### config.mk
export PLATFORM = sky130hd
export DESIGN_NAME = ce_gen
export DESIGN_NICKNAME = d
export VERILOG_FILES = /design/src/rtl/ce_gen_pkg.sv /design/src/rtl/ce_casc_stage.sv /design/src/rtl/ce_gen.sv
export SDC_FILE = /design/constraint.sdc
export NUM_CORES = 1
export LEC_CHECK = 0
export BUFFER_PORTS_ARGS = -buffer_cell sky130_fd_sc_hd__buf_2
export CAP_MARGIN = 10
export CORE_MARGIN = 8
export CORE_UTILIZATION = 30
export DETAILED_ROUTE_END_ITERATION = 10
export SYNTH_ARGS = -nofsm -noshare
export SYNTH_HDL_FRONTEND = slang
export SYNTH_SLANG_ARGS = --single-unit
### constraint.sdc
create_clock -name clk -period 1.9 [get_ports clk]
set_input_delay 0.19 -clock clk [delete_from_list [all_inputs] [get_ports clk]]
set_output_delay 0.19 -clock clk [all_outputs]
set_load 0.01 [all_outputs]
### src/rtl/ce_gen_pkg.sv
// ce_gen_pkg: default constants and sizing helpers for the ce_gen clock-enable generator.
package ce_gen_pkg;
  localparam int FCLK_DEF   = 50_000_000;
  localparam int F_BASE_DEF = 1000;
  localparam int RATIO_DEF  = 10;
  localparam int NCH_DEF    = 4;
  localparam int D0_DEF     = FCLK_DEF / F_BASE_DEF;
  function automatic int scnt_w(input int ratio);
    return (ratio > 2) ? $clog2(ratio) : 1;
  endfunction
  function automatic int calc_d0(input int fclk, input int f_base);
    return (fclk / f_base < 1) ? 1 : fclk / f_base;
  endfunction
endpackage

### src/rtl/ce_casc_stage.sv
// ce_casc_stage: one decade-style cascade stage passing every RATIO-th input strobe.
module ce_casc_stage
  import ce_gen_pkg::*;
#(
  parameter int RATIO = RATIO_DEF
) (
  input  logic clk,
  input  logic rst_n,
  input  logic clr,
  input  logic ce_in,
  output logic ce_out
);
  localparam int W = scnt_w(RATIO);
  localparam logic [W-1:0] LAST = W'(RATIO - 1);
  logic [W-1:0] scnt;
  assign ce_out = ce_in & (scnt == LAST);
  always_ff @(posedge clk)
    if (!rst_n || clr) scnt <= '0;
    else if (ce_in) scnt <= ce_out ? '0 : scnt + 1'b1;
endmodule

### src/rtl/ce_gen.sv
// ce_gen: base-rate strobe plus NCH-1 cascaded slower strobes; runtime divisor reload
// when CE_GEN_LOAD_EN is defined.
module ce_gen
  import ce_gen_pkg::*;
#(
  parameter int FCLK   = FCLK_DEF,
  parameter int F_BASE = F_BASE_DEF,
  parameter int NCH    = NCH_DEF,
  parameter int RATIO  = RATIO_DEF,
  parameter int DIV_W  = 16
) (
  input  logic             clk,
  input  logic             rst_n,
  input  logic             en,
  input  logic             clr,
`ifdef CE_GEN_LOAD_EN
  input  logic [DIV_W-1:0] div_in,
  input  logic             div_load,
  output logic             div_pending,
`endif
  output logic [NCH-1:0]   ce
);
  localparam logic [DIV_W-1:0] D0 = DIV_W'(calc_d0(FCLK, F_BASE));
  logic [DIV_W-1:0] bcnt, rld;
  logic [NCH-1:0] c;
  assign c[0] = rst_n & en & ~clr & (bcnt == '0);
  assign ce = c;
`ifdef CE_GEN_LOAD_EN
  logic [DIV_W-1:0] d, shadow;
  // A pending shadow takes effect only at a reload, so phase is never broken.
  assign rld = div_pending ? shadow : d;
  always_ff @(posedge clk)
    if (!rst_n) begin
      d <= D0;
      shadow <= '0;
      div_pending <= 1'b0;
    end else begin
      if (clr || c[0]) d <= rld;
      if (div_load) shadow <= (div_in == '0) ? DIV_W'(1) : div_in;
      div_pending <= div_load | (div_pending & ~(clr | c[0]));
    end
`else
  assign rld = D0;
`endif
  always_ff @(posedge clk)
    if (!rst_n) bcnt <= D0 - 1'b1;
    else if (clr || c[0]) bcnt <= rld - 1'b1;
    else if (en) bcnt <= bcnt - 1'b1;
  for (genvar g = 1; g < NCH; g++) begin : g_stage
    ce_casc_stage #(.RATIO(RATIO)) u_stage (
      .clk(clk), .rst_n(rst_n), .clr(clr), .ce_in(c[g-1]), .ce_out(c[g])
    );
  end
endmodule

==> flow_summary.toml <==
[status]
status = "complete, but fails checks"
violations = "setup timing"

[cts]
clk_latency_ns = 0.28
cts_sinks = 28
clk_pin_slew_ns = 0.09
htree_levels = 1
cts_max_path_buffers = 2
cts_buffers = 3
clock_tree.root_cell = "clkbuf_8"
hold_buffers = 0
cts_tree = "built"

[drt]
wl_met3_um = 128
wirelength_um = 3685
wl_met1_um = 1853
drt_iter0_drc = 43
drc = 0
drtAntennaViolNets = 0
wl_per_cell_um = 12.84
viasPerCell = 4.902
top_layer_used = "met4"
first_pass_iters = 3
num_vias = 1407
met2_length_um = 1678

[floorplan]
die_w_um = 88.67
core_sq_um = 5107
start_util_pct = 31.01
ios = 8
die_y_um = 88.67
die-area_sq_um = 7861
rows = 26

[job]
cap_viol_max_count = 0

[synthesis]
synth_top_area_cell = "dfxtp_1"
avgSynthCellArea_sq_um = 8.609
synth_area_leaders = "dfxtp_1 (35%), ha_1 (6.3%), or3_1 (4.3%)"
netlist_area_sq_um = 1584
netlist_instances = 184
yosysWarnings = 0
syn_nets = 196
yosysUniqueCellTypes = 47
synth-seq-cells = 28
yosysTopAreaCellShare_pct = 35.39
yosysSeqAreaShare_pct = 35.39

[placed_design]
portBuffers = 7
routabilityCongestion = 0.8100
pre_cts_ws_ns = 0.002574
dp_cells = 275
dp_hpwl_um = 2588

[setup_path]
cp-start-kind = "flop"
crit_fanout = 4
crit_required_ns = 1.71
reg2reg_depth = 5
worst-endpoint-arrival_ns = 1.83
r2r-start = "bcnt[2]"
reg2reg_to = "bcnt[11]"
end_kind = "primary output"
rrSetupSlack_ns = -0.05
worst-setup-path-type = "flop to primary output"

[global_route]
antenna_found_initial = 0
grt_pass1_vias = 1327
grt-ovfl-total = 0
grt_pass1_wl_um = 6230
grt_max_degree = 23
grt.total_usage_pct = 9.725

[cells_and_area]
nFillCells = 518
area_delta_synth_final_pct = 30.65
instances_no_fill = 287
layout_common_cells = "buf_4 (29), dfxtp_1 (23), nand2_1 (13), o21ai_0 (13)"
nets = 230
antenna_cells = 0
layout-drive-gt1-share_pct = 31.80
layout_commonest_cell = "buf_4"

[sta]
finalMaxSlewViolations = 0
post-route-period-util_pct = 106.3
timing.fmax_mhz = 494.9
finalHoldViolations = 0
worst-slew-pin-transition_ns = 0.3891
rsz0062_at_grt = "true"
min_period_ns = 2.021
final.setup_skew_ns = 0.005021
setup_viol = 6
setup_slack_ns = -0.1206
relSlewSlack_pct = 74.06

[power_and_ir_drop]
vdd_ir_drop_max_mv = 0.2328
power_leakage_nw = 0.7313
power_density_nw_per_um2 = 484.7

[hold_path]
min-delay-start = "en"
hold_path.class = "input pin to flop"
holdPathStages = 4
hold_end = "bcnt[0]"
==> cells in the mapped netlist, drive strengths merged <==
master  instances
nand2          13
or4             7
nand4           2
nor4            6
ha              8
or4b            1
o311a           1
or2             3
mux2i           1
and4b           1
nand2b          2
a41o            1
o311ai          1
nand3b          2
o31ai           4
inv             8
a31oi           1
buf             5
nor4bb          1
or3            11
nor3            4
clkbuf          6
a211oi          1
xor2            4
o21ai          14
nand4b          4
dfxtp          28
nor2            8
a21oi          10
nor2b           2
xnor2           5
and3            1
a221oi          1
o41ai           1
nor3b           2
nand3           5
and2            2
nor4b           3
and3b           2
a41oi           1
o21a            1
==> stage by stage <==
stage                     total power, W  util, %  instance area (sq um)  hold WS [ns]  TNS (ns)
after global placement         0.0006426    35.99                   1838        0.4769         0
after floorplan                0.0006239        -                   1592        0.3071         0
after detailed placement       0.0006427    35.99                   1838        0.4779         0
after global routing            0.001041    40.52                   2069        0.3177    -1.101
after CTS                       0.001023    38.41                   1962        0.2826   -0.5092
final                           0.001003    40.52                   2069        0.3014   -0.4111
==> where the power goes <==
group,total (W),internal (W),switching (W)
Combinational,0.0000413,0.0000176,0.0000237
Clock,0.000374,0.000186,0.000189
Sequential,0.000587,0.000586,0.00000101
Total,0.00100,0.000790,0.000213
==> routing by layer <==
metal	global-route usage [%]	vias up
met2	15.70	9
met5	0	-
met1	12.51	652
met4	2.304	0
met3	2.414	2
li1	-	744
==> cell families after synthesis <==
kind of cell	Yosys count	share of synthesized area, %
compound gates	37	14.53
xor+xnor	9	4.976
mux	1	0.6319
flops	28	35.39
fa+ha+maj	8	6.319
simple gates	82	32.62
buf+inv	19	5.529
==> critical path, stage by stage, from the launching register on <==
cell	delay, ns
dfxtp_4	0.37
nor4b_4	0.31
buf_4	0.17
nand4_1	0.14
buf_4	0.18
nor4b_2	0.22
buf_2	0.17
==> flip-flops by register name (all words and copies together), names as in the netlist <==
register              flops
bcnt                     16
g_stage.u_stage.scnt     12
==> what timing repair did <==
item / CTS / global route
gates resized for setup: 8 / 19
pin swaps: 2 / 3
setup buffers: 5 / 3
endpoints found under the setup margin: 6 / 16
==> area by class of cell <==
class | count | area (sq um) | area share [%]
tap | 70 | 87.58 | 4.232
multi-input combinational | 137 | 1017 | 49.15
clock buffer | 4 | 55.05 | 2.660
timing repair buffer | 40 | 310.3 | 14.99
inverter | 8 | 30.03 | 1.451
sequential | 28 | 569.3 | 27.51
==> worst max path at each step <==
stage | to | slack (ns) | start
2_1_floorplan | bcnt[11] | 0.002 | bcnt[4]
3_3_place_gp | bcnt[11] | 0.03 | bcnt[4]
3_5_place_dp | bcnt[11] | 0.003 | bcnt[4]
4_1_cts | ce[3] | -0.17 | bcnt[9]
5_1_grt | ce[1] | -0.26 | bcnt[2]
6_report | ce[1] | -0.12 | bcnt[2]
(Power assumes the default switching activity.)
